===== config.mk =====
export PLATFORM = sky130hd
export DESIGN_NAME = vfifo_wr_scheduler_flat
export DESIGN_NICKNAME = d
export VERILOG_FILES = /design/src/rtl/vfifo_pkg.sv /design/src/rtl/vfifo_wr_scheduler_if.sv /design/src/rtl/vfifo_desc_fifo.sv /design/src/rtl/vfifo_wr_scheduler.sv /design/src/flat_wrapper.sv
export SDC_FILE = /design/constraint.sdc
export NUM_CORES = 1
export LEC_CHECK = 0
export ABC_AREA = 1
export ABC_CLOCK_PERIOD_IN_PS = 8600
export CORE_ASPECT_RATIO = 1.2
export CORE_UTILIZATION = 45
export DETAILED_ROUTE_END_ITERATION = 7
export GPL_TIMING_DRIVEN = 0
export PLACE_DENSITY = 0.68
export SYNTH_ARGS = -nofsm -noshare
export SYNTH_HDL_FRONTEND = slang
export SYNTH_HIERARCHICAL = 1
export SYNTH_SLANG_ARGS = --single-unit

===== constraint.sdc =====
create_clock -name aclk -period 8.6 [get_ports aclk]
set_clock_uncertainty 0.05 [all_clocks]
set_input_delay 2.15 -clock aclk [delete_from_list [all_inputs] [get_ports aclk]]
set_output_delay 2.15 -clock aclk [all_outputs]
set_load 0.03 [all_outputs]

===== src/rtl/vfifo_pkg.sv =====
// vfifo_pkg: descriptor type, AXI constants and the AWSIZE helper shared by the write-side sequencer.
// The desc_t field widths set the widest address, tid and tdest that an instance can carry.
package vfifo_pkg;
   localparam int DESC_ADDR_W  = 32;
   localparam int DESC_TID_W   = 4;
   localparam int DESC_TDEST_W = 1;
   localparam logic [1:0] BURST_INCR = 2'b01;
   localparam logic [1:0] RESP_OKAY  = 2'b00;
   typedef struct packed {
      logic [DESC_ADDR_W-1:0]  addr;
      logic [7:0]              len;
      logic [7:0]              bytes_last;
      logic [DESC_TID_W-1:0]   tid;
      logic [DESC_TDEST_W-1:0] tdest;
   } desc_t;
   function automatic logic [2:0] axi_size(input int bytes);
      return 3'($clog2(bytes));
   endfunction
endpackage


===== src/rtl/vfifo_wr_scheduler_if.sv =====
// vfifo_wr_scheduler_if: groups the handshake buses of the write-side sequencer.
// Buses: meta stream (in), AXI4 AW and B channels (out/in), and the descriptor stream to the read side (out).
// The master modport is the sequencer's view. The slave modport is the environment's view.
interface vfifo_wr_scheduler_if #(
   parameter int ADDR_WIDTH  = 32,
   parameter int TID_WIDTH   = 4,
   parameter int TDEST_WIDTH = 1
);
   logic                     meta_tvalid, meta_tready;
   logic [15:0]              meta_tdata;
   logic [TID_WIDTH-1:0]     meta_tid;
   logic [TDEST_WIDTH-1:0]   meta_tdest;
   logic                     m_axi_awvalid, m_axi_awready;
   logic [ADDR_WIDTH-1:0]    m_axi_awaddr;
   logic [7:0]               m_axi_awlen;
   logic [2:0]               m_axi_awsize;
   logic [1:0]               m_axi_awburst;
   logic                     m_axi_bvalid, m_axi_bready;
   logic [1:0]               m_axi_bresp;
   logic                     desc_tvalid, desc_tready;
   logic [ADDR_WIDTH+15:0]   desc_tdata;
   logic [TID_WIDTH-1:0]     desc_tid;
   logic [TDEST_WIDTH-1:0]   desc_tdest;
   modport master (
      input  meta_tvalid, meta_tdata, meta_tid, meta_tdest, m_axi_awready,
             m_axi_bvalid, m_axi_bresp, desc_tready,
      output meta_tready, m_axi_awvalid, m_axi_awaddr, m_axi_awlen, m_axi_awsize,
             m_axi_awburst, m_axi_bready, desc_tvalid, desc_tdata, desc_tid, desc_tdest
   );
   modport slave (
      output meta_tvalid, meta_tdata, meta_tid, meta_tdest, m_axi_awready,
             m_axi_bvalid, m_axi_bresp, desc_tready,
      input  meta_tready, m_axi_awvalid, m_axi_awaddr, m_axi_awlen, m_axi_awsize,
             m_axi_awburst, m_axi_bready, desc_tvalid, desc_tdata, desc_tid, desc_tdest
   );
endinterface


===== src/rtl/vfifo_desc_fifo.sv =====
// vfifo_desc_fifo: synchronous FIFO of descriptors for bursts whose AW has been issued and whose B is pending.
// Ports: aclk and aresetn (async, active-low), push/din, pop/dout (dout shows the head), full and empty.
// DEPTH must be a power of 2 and at least 2.
module vfifo_desc_fifo import vfifo_pkg::*; #(
   parameter int DEPTH = 8
) (
   input  logic  aclk,
   input  logic  aresetn,
   input  logic  push,
   input  desc_t din,
   input  logic  pop,
   output desc_t dout,
   output logic  full,
   output logic  empty
);
   localparam int AW = $clog2(DEPTH);
   localparam int PW = AW + 1;
   desc_t mem_q [DEPTH];
   logic [PW-1:0] wp_q, wp_d, rp_q, rp_d;
   always_comb begin
      wp_d = wp_q + PW'(push && !full);
      rp_d = rp_q + PW'(pop && !empty);
   end
   always_ff @(posedge aclk or negedge aresetn)
      if (!aresetn) begin
         wp_q <= '0;
         rp_q <= '0;
      end else begin
         wp_q <= wp_d;
         rp_q <= rp_d;
      end
   always_ff @(posedge aclk)
      if (push && !full) mem_q[wp_q[AW-1:0]] <= din;
   // The pointers carry one extra wrap bit, so equal pointers mean empty.
   // A difference only in the wrap bit means full.
   assign empty = wp_q == rp_q;
   assign full  = (wp_q ^ rp_q) == {1'b1, {AW{1'b0}}};
   assign dout  = mem_q[rp_q[AW-1:0]];
endmodule


===== src/rtl/vfifo_wr_scheduler.sv =====
// vfifo_wr_scheduler: allocates DDR ring-buffer slots for chopped bursts and issues the AXI4 AW commands.
// It forwards each committed burst to the read side as a descriptor once its B response arrives.
// Ports: aclk and aresetn (async, active-low).
//        bus (master): meta in, AW/B out, descriptor out.
//        release_valid: pulse from the read side that frees one slot.
//        slots_used: number of occupied slots.
//        wr_err: sticky flag for a non-OKAY bresp.
module vfifo_wr_scheduler import vfifo_pkg::*; #(
   parameter int                    TDATA_BYTES     = 8,
   parameter int                    ADDR_WIDTH      = 32,
   parameter logic [ADDR_WIDTH-1:0] BASE_ADDR       = '0,
   parameter int                    BUF_BYTES       = 65536,
   parameter int                    MAX_BURST_LEN   = 256,
   parameter int                    TID_WIDTH       = 4,
   parameter int                    TDEST_WIDTH     = 1,
   parameter int                    MAX_OUTSTANDING = 8,
   localparam int                   NUM_SLOTS       = BUF_BYTES / (MAX_BURST_LEN * TDATA_BYTES),
   localparam int                   SW              = $clog2(NUM_SLOTS) + 1
) (
   input  logic                  aclk,
   input  logic                  aresetn,
   vfifo_wr_scheduler_if.master  bus,
   input  logic                  release_valid,
   output logic [SW-1:0]         slots_used,
   output logic                  wr_err
);
   localparam int SLOT_BYTES = MAX_BURST_LEN * TDATA_BYTES;
   localparam int PW = $clog2(NUM_SLOTS);
   localparam int OW = $clog2(MAX_OUTSTANDING) + 1;
   typedef enum logic {IDLE, ADDR} state_t;
   state_t                 state_q, state_d;
   logic [PW-1:0]          wr_ptr_q, wr_ptr_d;
   logic [SW-1:0]          slots_q, slots_d;
   logic [OW-1:0]          outst_q, outst_d;
   logic [ADDR_WIDTH-1:0]  awaddr_q, awaddr_d;
   logic [7:0]             awlen_q, awlen_d, bytes_last_q, bytes_last_d;
   logic [TID_WIDTH-1:0]   tid_q, tid_d;
   logic [TDEST_WIDTH-1:0] tdest_q, tdest_d;
   logic                   desc_valid_q, desc_valid_d, wr_err_q, wr_err_d;
   desc_t                  desc_q, desc_d, fifo_din, fifo_dout;
   logic                   fifo_full, fifo_empty, meta_fire, aw_fire, b_fire, rel;
   assign meta_fire = bus.meta_tvalid && bus.meta_tready;
   assign aw_fire   = bus.m_axi_awvalid && bus.m_axi_awready;
   assign b_fire    = bus.m_axi_bvalid && bus.m_axi_bready;
   // A release pulse while no slot is held is ignored, so the count cannot underflow.
   assign rel       = release_valid && slots_q != '0;
   always_comb begin
      state_d      = state_q;
      wr_ptr_d     = wr_ptr_q;
      awaddr_d     = awaddr_q;
      awlen_d      = awlen_q;
      bytes_last_d = bytes_last_q;
      tid_d        = tid_q;
      tdest_d      = tdest_q;
      if (meta_fire) begin
         state_d      = ADDR;
         awaddr_d     = BASE_ADDR + ADDR_WIDTH'(wr_ptr_q) * ADDR_WIDTH'(SLOT_BYTES);
         awlen_d      = bus.meta_tdata[7:0];
         bytes_last_d = bus.meta_tdata[15:8];
         tid_d        = bus.meta_tid;
         tdest_d      = bus.meta_tdest;
         wr_ptr_d     = wr_ptr_q == PW'(NUM_SLOTS - 1) ? '0 : wr_ptr_q + 1'b1;
      end
      if (aw_fire) state_d = IDLE;
      slots_d      = slots_q + SW'(meta_fire) - SW'(rel);
      outst_d      = outst_q + OW'(aw_fire) - OW'(b_fire);
      desc_valid_d = b_fire || (desc_valid_q && !bus.desc_tready);
      desc_d       = b_fire ? fifo_dout : desc_q;
      wr_err_d     = wr_err_q || (b_fire && bus.m_axi_bresp != RESP_OKAY);
   end
   always_ff @(posedge aclk or negedge aresetn)
      if (!aresetn) begin
         state_q      <= IDLE;
         wr_ptr_q     <= '0;
         slots_q      <= '0;
         outst_q      <= '0;
         awaddr_q     <= '0;
         awlen_q      <= '0;
         bytes_last_q <= '0;
         tid_q        <= '0;
         tdest_q      <= '0;
         desc_valid_q <= 1'b0;
         desc_q       <= '0;
         wr_err_q     <= 1'b0;
      end else begin
         state_q      <= state_d;
         wr_ptr_q     <= wr_ptr_d;
         slots_q      <= slots_d;
         outst_q      <= outst_d;
         awaddr_q     <= awaddr_d;
         awlen_q      <= awlen_d;
         bytes_last_q <= bytes_last_d;
         tid_q        <= tid_d;
         tdest_q      <= tdest_d;
         desc_valid_q <= desc_valid_d;
         desc_q       <= desc_d;
         wr_err_q     <= wr_err_d;
      end
   assign fifo_din = '{addr: DESC_ADDR_W'(awaddr_q), len: awlen_q, bytes_last: bytes_last_q,
                       tid: DESC_TID_W'(tid_q), tdest: DESC_TDEST_W'(tdest_q)};
   vfifo_desc_fifo #(.DEPTH(MAX_OUTSTANDING)) u_fifo (
      .aclk    (aclk),
      .aresetn (aresetn),
      .push    (aw_fire),
      .din     (fifo_din),
      .pop     (b_fire),
      .dout    (fifo_dout),
      .full    (fifo_full),
      .empty   (fifo_empty)
   );
   // The FIFO never holds more than MAX_OUTSTANDING entries, so fifo_full never adds a constraint beyond the outstanding limit.
   assign bus.meta_tready   = state_q == IDLE && slots_q < SW'(NUM_SLOTS) &&
                              outst_q < OW'(MAX_OUTSTANDING) && !fifo_full;
   assign bus.m_axi_awvalid = state_q == ADDR;
   assign bus.m_axi_awaddr  = awaddr_q;
   assign bus.m_axi_awlen   = awlen_q;
   assign bus.m_axi_awsize  = axi_size(TDATA_BYTES);
   assign bus.m_axi_awburst = BURST_INCR;
   // B is accepted only when its descriptor has a place to go: the output register is empty or is being drained.
   assign bus.m_axi_bready  = !fifo_empty && (!desc_valid_q || bus.desc_tready);
   assign bus.desc_tvalid   = desc_valid_q;
   assign bus.desc_tdata    = {desc_q.bytes_last, desc_q.len, ADDR_WIDTH'(desc_q.addr)};
   assign bus.desc_tid      = TID_WIDTH'(desc_q.tid);
   assign bus.desc_tdest    = TDEST_WIDTH'(desc_q.tdest);
   assign slots_used        = slots_q;
   assign wr_err            = wr_err_q;
endmodule

===== src/flat_wrapper.sv =====
// flat-port wrapper written by rule: the top's interface ports become plain ports
module vfifo_wr_scheduler_flat import vfifo_pkg::*;
#(
   parameter int                    TDATA_BYTES     = 8,
   parameter int                    ADDR_WIDTH      = 32,
   parameter logic [ADDR_WIDTH-1:0] BASE_ADDR       = '0,
   parameter int                    BUF_BYTES       = 65536,
   parameter int                    MAX_BURST_LEN   = 256,
   parameter int                    TID_WIDTH       = 4,
   parameter int                    TDEST_WIDTH     = 1,
   parameter int                    MAX_OUTSTANDING = 8,
   localparam int                   NUM_SLOTS       = BUF_BYTES / (MAX_BURST_LEN * TDATA_BYTES),
   localparam int                   SW              = $clog2(NUM_SLOTS) + 1
)
  (aclk, aresetn, release_valid, slots_used, wr_err, bus_meta_tvalid, bus_meta_tdata, bus_meta_tid, bus_meta_tdest, bus_m_axi_awready, bus_m_axi_bvalid, bus_m_axi_bresp, bus_desc_tready, bus_meta_tready, bus_m_axi_awvalid, bus_m_axi_awaddr, bus_m_axi_awlen, bus_m_axi_awsize, bus_m_axi_awburst, bus_m_axi_bready, bus_desc_tvalid, bus_desc_tdata, bus_desc_tid, bus_desc_tdest);
  vfifo_wr_scheduler_if #(.ADDR_WIDTH(ADDR_WIDTH), .TID_WIDTH(TID_WIDTH), .TDEST_WIDTH(TDEST_WIDTH)) bus_i ();
  input  logic aclk;
  input  logic aresetn;
  input  logic release_valid;
  output logic [SW-1:0] slots_used;
  output logic wr_err;
  input wire logic [$bits(bus_i.meta_tvalid)-1:0] bus_meta_tvalid;
  input wire logic [$bits(bus_i.meta_tdata)-1:0] bus_meta_tdata;
  input wire logic [$bits(bus_i.meta_tid)-1:0] bus_meta_tid;
  input wire logic [$bits(bus_i.meta_tdest)-1:0] bus_meta_tdest;
  input wire logic [$bits(bus_i.m_axi_awready)-1:0] bus_m_axi_awready;
  input wire logic [$bits(bus_i.m_axi_bvalid)-1:0] bus_m_axi_bvalid;
  input wire logic [$bits(bus_i.m_axi_bresp)-1:0] bus_m_axi_bresp;
  input wire logic [$bits(bus_i.desc_tready)-1:0] bus_desc_tready;
  output wire logic [$bits(bus_i.meta_tready)-1:0] bus_meta_tready;
  output wire logic [$bits(bus_i.m_axi_awvalid)-1:0] bus_m_axi_awvalid;
  output wire logic [$bits(bus_i.m_axi_awaddr)-1:0] bus_m_axi_awaddr;
  output wire logic [$bits(bus_i.m_axi_awlen)-1:0] bus_m_axi_awlen;
  output wire logic [$bits(bus_i.m_axi_awsize)-1:0] bus_m_axi_awsize;
  output wire logic [$bits(bus_i.m_axi_awburst)-1:0] bus_m_axi_awburst;
  output wire logic [$bits(bus_i.m_axi_bready)-1:0] bus_m_axi_bready;
  output wire logic [$bits(bus_i.desc_tvalid)-1:0] bus_desc_tvalid;
  output wire logic [$bits(bus_i.desc_tdata)-1:0] bus_desc_tdata;
  output wire logic [$bits(bus_i.desc_tid)-1:0] bus_desc_tid;
  output wire logic [$bits(bus_i.desc_tdest)-1:0] bus_desc_tdest;
  assign bus_i.meta_tvalid = bus_meta_tvalid;
  assign bus_i.meta_tdata = bus_meta_tdata;
  assign bus_i.meta_tid = bus_meta_tid;
  assign bus_i.meta_tdest = bus_meta_tdest;
  assign bus_i.m_axi_awready = bus_m_axi_awready;
  assign bus_i.m_axi_bvalid = bus_m_axi_bvalid;
  assign bus_i.m_axi_bresp = bus_m_axi_bresp;
  assign bus_i.desc_tready = bus_desc_tready;
  assign bus_meta_tready = bus_i.meta_tready;
  assign bus_m_axi_awvalid = bus_i.m_axi_awvalid;
  assign bus_m_axi_awaddr = bus_i.m_axi_awaddr;
  assign bus_m_axi_awlen = bus_i.m_axi_awlen;
  assign bus_m_axi_awsize = bus_i.m_axi_awsize;
  assign bus_m_axi_awburst = bus_i.m_axi_awburst;
  assign bus_m_axi_bready = bus_i.m_axi_bready;
  assign bus_desc_tvalid = bus_i.desc_tvalid;
  assign bus_desc_tdata = bus_i.desc_tdata;
  assign bus_desc_tid = bus_i.desc_tid;
  assign bus_desc_tdest = bus_i.desc_tdest;
  vfifo_wr_scheduler #(.TDATA_BYTES(TDATA_BYTES), .ADDR_WIDTH(ADDR_WIDTH), .BASE_ADDR(BASE_ADDR), .BUF_BYTES(BUF_BYTES), .MAX_BURST_LEN(MAX_BURST_LEN), .TID_WIDTH(TID_WIDTH), .TDEST_WIDTH(TDEST_WIDTH), .MAX_OUTSTANDING(MAX_OUTSTANDING)) u_core (.aclk(aclk), .aresetn(aresetn), .bus(bus_i), .release_valid(release_valid), .slots_used(slots_used), .wr_err(wr_err));
endmodule

== Word-level counts from Yosys, hierarchy flattened ==
Memories as Yosys holds them, arrays and structs flattened. A register that Yosys moved wholly into a read port is not among the register bits.
Index checks and enable logic that the tools add are counted.
Word-level totals
  input bits: 30
  register bits: 84
  RAM bits: 208
  memories: 1
  output and inout port bits: 109
  logic and storage cells: 57
Memory list
  u_core.u_fifo.mem_q: depth 8, width 26, rd ports 1, clocked after memory_dff 1, write ports 1, line vfifo_desc_fifo.sv:18  | desc_t mem_q [DEPTH];
Cells by class
  muxes and demuxes: 5
  eq/ne operators: 3
  reduce and logical (&&, ||, !) cells: 23
  $lt $le $gt $ge: 2
  add/sub/neg operators: 7
  bitwise gates (word level): 2
Operators by type and width (number)
  4-bit by 1-bit adder with 4-bit output: 3
  1-bit logical AND: 12
  6-bit by 1-bit adder with 6-bit output: 1
  6-bit less-than comparator (second input constant): 1
  6-bit nonzero test: 1
  6-bit by 1-bit subtractor with 6-bit output: 1
  5-bit by 1-bit adder with 5-bit output (second input constant): 1
  5-bit equality test (second input constant): 1
  1-bit logical NOT: 5
  5-bit two-way mux: 1
  4-bit equality test: 1
  4-bit equality test (second input constant): 1
  4-bit less-than comparator (second input constant): 1
  1-bit two-way mux: 4
  2-bit nonzero test: 2
  4-bit by 1-bit subtractor with 4-bit output: 1
  4-bit bitwise XOR: 1
  1-bit logical OR: 3
  1-bit NOT: 1

== Logic depth before layout (Yosys ltp) ==
  depth after elaboration: 7
  gate-level depth with buffers: 20
  depth with buffers taken out: 17

== Modules after synthesis ==
Netlist, hierarchy kept.
By module, submodules not included
  vfifo_desc_fifo: area an instance 17430.5 um^2, seq. area each 12932.4 um^2, times used 1, cells each 1472
  vfifo_wr_scheduler: area an instance 4301.6 um^2, seq. area each 2427.3 um^2, times used 1, cells each 485

== Least setup slack after synthesis ==
OpenSTA, ideal clock, no wires.
  path type: input -> register
  start: in bus_m_axi_awready
  end: mem u_core/u_fifo/mem_q[0][0] in the netlist's numbering (enable)
  path slack: 3453 ps
  library setup time: 464 ps
  arrival: 4633 ps
  buffers on the path: 0
  stages: 4
  data required time: 8086 ps
  path through: nand2_1 > inv_1 > nand2_4 > nor2_1
Between the ends
  cells in the longest elaborated chain, start to end: 4
Ends and longest elaborated chain
  start, declared: line flat_wrapper.sv:26  | input wire logic [$bits(bus_i.m_axi_awready)-1:0] bus_m_axi_awready;
  1-bit logical AND: line vfifo_wr_scheduler.sv:43  | assign aw_fire = bus.m_axi_awvalid && bus.m_axi_awready;
  via u_core.aw_fire: line vfifo_wr_scheduler.sv:41  | logic fifo_full, fifo_empty, meta_fire, aw_fire, b_fire, rel;
  1-bit logical AND: line vfifo_desc_fifo.sv:33  | if (push && !full) mem_q[wp_q[AW-1:0]] <= din;
  1-bit two-way mux: line vfifo_desc_fifo.sv:33
  1-bit two-way mux (not written as such): line vfifo_desc_fifo.sv:33
  end, declared: line vfifo_desc_fifo.sv:18
The timed path passes the listed nets, and every way through them passes these cells.

== Worst setup path after layout ==
  start: in bus_desc_tready
  end: out bus_m_axi_bready
Between the ends
  cells in the longest elaborated chain, start to end: 2
Ends and longest elaborated chain
  start, declared: line flat_wrapper.sv:29  | input wire logic [$bits(bus_i.desc_tready)-1:0] bus_desc_tready;
  1-bit logical OR: line vfifo_wr_scheduler.sv:120  | assign bus.m_axi_bready = !fifo_empty && (!desc_valid_q || bus.desc_tready);
  1-bit logical AND: line vfifo_wr_scheduler.sv:120
  end, declared: line flat_wrapper.sv:36  | output wire logic [$bits(bus_i.m_axi_bready)-1:0] bus_m_axi_bready;
No other way between the ends.

==> impl_metrics.env <==
export IMPL_status="finished, final reports clean"
export IMPL_cts_hold_buf=0
export IMPL_fmax_mhz=177
export IMPL_power_density_nw_per_um2=358
export IMPL_clock_sinks=529
export IMPL_postSynthAreaPerCell_um2=11.1
export IMPL_yosysTopAreaCell="edfxtp_1"
export IMPL_grt_pass1_wl_um=79200
export IMPL_dp_cells=2948
export IMPL_core_um2=47400
export IMPL_row_count=87
export IMPL_track_usage=0.211
export IMPL_viasPerCell=4.75
export IMPL_cts_made_buffers=51
export IMPL_ys_top_cells_by_area="edfxtp_1 59%, dfrtp_1 12%, nand2_1 9.2%, nor2_1 7.6%, o21ai_1 3.9%"
export IMPL_crit_start="bus_desc_tready"
export IMPL_critical_path_most_common_cell="clkdlybuf4s50_1"
export IMPL_hold_path_class="flip-flop to flip-flop"
export IMPL_synth_seq_area_share=0.707
export IMPL_dr_pass1_iters=5
export IMPL_grt_ovfl_total=0
export IMPL_yosysWarnings=6
export IMPL_layout_drive_gt1_share=0.0914
export IMPL_path_delay_family="buffers and inverters"
export IMPL_max_slew_worst_pin_slew_ns=0.965
export IMPL_maxSlewHeadroom=0.355
export IMPL_synth_top_area_frac=0.586
export IMPL_grt_max_degree=80
export IMPL_rsz0062_at_grt="no"
export IMPL_path_clk_slew_ns=0.06
export IMPL_drc=0
export IMPL_synthArstFlopShare=0.198
export IMPL_synth_edf_count=424
export IMPL_crit_buf_inv=2
export IMPL_max_stage_delay_ns=0.67
export IMPL_hold_slack_ns=0.425
export IMPL_max_cap_violations=0
export IMPL_required_ns=6.40
export IMPL_critPathCaptureType="primary output"
export IMPL_htree_levels=2
export IMPL_netlist_area_um2=21700
export IMPL_final_seq_area_um2=15400
export IMPL_fin_util=0.561
export IMPL_synth_flop_cell="edfxtp_1"
export IMPL_fillCellCount=3919
export IMPL_ant_nets=0
export IMPL_r2r_slack_ns=4.98
export IMPL_initial_utilization=0.459
export IMPL_p_leak_nw=11.0
export IMPL_internal_power_mw=5.85
export IMPL_gp_congestion=0.776
export IMPL_critPathKind="input port to primary output"
export IMPL_critical_path_cell_chain="clkdlybuf4s50_1, nor2_1, nor2_2, clkdlybuf4s50_1"
export IMPL_cts_tree="yes"
export IMPL_synth_commonest_cells="532 x nand2_1, 442 x nor2_1, 424 x edfxtp_1"
export IMPL_hold_viol_final=0
export IMPL_combPwrFrac=0.391
export IMPL_wirelength_um=51200
export IMPL_routedWlPerCell_um=16.8
export IMPL_multi_input_area_um2=6290
export IMPL_vias=14400
export IMPL_post_synth_num_cell_types=30
export IMPL_cp_start_kind="input port"
export IMPL_dpl_hpwl_um=34100
export IMPL_final_nets=2428
export IMPL_cts_root_buf="clkbuf_16"
export IMPL_min_period_ns=5.65
export IMPL_clk_latency_ns=0.58
export IMPL_p_sw_mw=3.65
export IMPL_min_from="u_core/bus.desc_tdata[30]"
export IMPL_setup_viol=0
export IMPL_synth_seq_cells=529
export IMPL_yosysMostFrequentCell="nand2_1"
export IMPL_area_growth_pct=22.2
export IMPL_cts_repair_resized=0
export IMPL_cts_setup_buffers=0
export IMPL_die_h_um=243
export IMPL_n_antenna_cell=0
export IMPL_dieArea_um2=49200
export IMPL_switching_share=0.384
export IMPL_pin_count=139
export IMPL_grt_pass1_vias=14300
export IMPL_power_frac_seq=0.380
export IMPL_first_iter_violations=1281
export IMPL_post_layout_nonfiller_instances=3040
export IMPL_crit_slowest_cell="clkdlybuf4s50_1"
export IMPL_final_max_slew_viol_count=0
export IMPL_clock_path_buffers=3
export IMPL_die_w_um=203
export IMPL_reg2reg_from="u_core/u_fifo/rp_q[1]"
export IMPL_clkPwrFrac=0.229
export IMPL_antenna_found_initial=0
export IMPL_fin_tns_setup_ns=0
export IMPL_worstPathMaxFanout=2
export IMPL_syn_inst=1957
export IMPL_portBuffers=106
export IMPL_final_period_utilization=0.657
export IMPL_critPathArrivalTime_ns=3.45
export IMPL_ir_worst_vdd_uv=223
==> registers in the layout (all words and copies together), names as in the netlist <==
name	cells
u_core/tdest_q	1
u_core/bus.m_axi_awlen	8
u_core/wr_ptr_q	5
u_core/slots_used	6
u_core/tid_q	4
u_core/u_fifo/mem_q	424
u_core/outst_q	4
u_core/wr_err	1
u_core/bus.desc_tdest	1
u_core/u_fifo/wp_q	4
u_core/bus.desc_tdata	48
u_core/u_fifo/rp_q	4
u_core/bus.m_axi_awvalid	1
u_core/bus.m_axi_awaddr	5
u_core/bus.desc_tvalid	1
u_core/bytes_last_q	8
u_core/bus.desc_tid	4
==> kinds of logic after synthesis <==
kind of cell	synth area share
adders and majority gates	0.0122
xor gates and xnor gates	0.00484
and+or+nand+nor	0.175
other	0.000346
AOI/OAI and AO/OA	0.0519
DFF	0.707
buffers and inverters	0.0489
==> worst min-delay path, cell delays in order, from the launching register on <==
cell	delay [ns]
dfrtp_1	0.34
nand2_1	0.05
nand2_1	0.05
==> power by group through the flow <==
stage,combinational (mW),clock (mW),sequential [mW]
after global routing,4.11,2.31,3.66
after CTS,3.74,2.22,3.61
after detailed placement,3.72,0,3.66
after floorplan,2.12,0,3.90
final,3.72,2.18,3.61
after global placement,3.57,0,3.66
==> metal layers <==
| layer | wire length (µm) | track usage | share of wire | vias to the layer above |
|---|---|---|---|---|
| li1 | - | - | - | 7057 |
| met3 | 3350 | 0.0341 | 0.065 | 123 |
| met1 | 20400 | 0.260 | 0.40 | 6780 |
| met5 | 0 | 0 | 0 | - |
| met4 | 2030 | 0.0880 | 0.040 | 0 |
| met2 | 25400 | 0.367 | 0.50 | 476 |
==> layout make-up <==
class | instances | area share
multi-input combinational | 1502 | 0.237
tap | 623 | 0.0294
inverter | 41 | 0.00599
timing repair buffer | 122 | 0.0541
clock buffer | 73 | 0.0531
buffer | 131 | 0.0340
sequential | 529 | 0.579
clock inverter | 19 | 0.00782
==> per-stage QoR <==
stage	area [µm²]	power [mW]	setup slack (ns)
after detailed placement	24900	7.38	2.95
after CTS	26500	9.57	2.94
after global placement	24500	7.24	0.706
after floorplan	22700	6.02	3.45
final	26500	9.50	2.95
after global routing	26500	10.1	2.90
==> worst paths after layout <==
check,endpoint,cells past startpoint
hold reg to reg,u_core/bus.desc_tdata[30],2
hold / removal,u_core/bus.desc_tdata[30],2
max in group asynchronous,u_core/bytes_last_q[1],2
min in group asynchronous,u_core/bus.m_axi_awlen[5],1
setup / recovery,bus_m_axi_bready,4
setup reg to reg,u_core/slots_used[4],19
==> placed cells by master, fill, tap and decap left out, drive strengths merged, types with 2 or more instances in the layout <==
master | netlist | final
a21oi | 3 | 3
buf | 120 | 137
bufinv | 0 | 4
clkbuf | 11 | 84
clkdlybuf4s50 | 0 | 105
clkinv | 0 | 13
conb | 2 | 248
dfrtp | 105 | 105
edfxtp | 424 | 424
fa | 2 | 2
ha | 18 | 18
inv | 41 | 42
nand2 | 534 | 534
nand3 | 16 | 16
nor2 | 447 | 447
o21ai | 218 | 218
xnor2 | 3 | 3
xor2 | 9 | 9
Power figures use the tool's default switching activity.
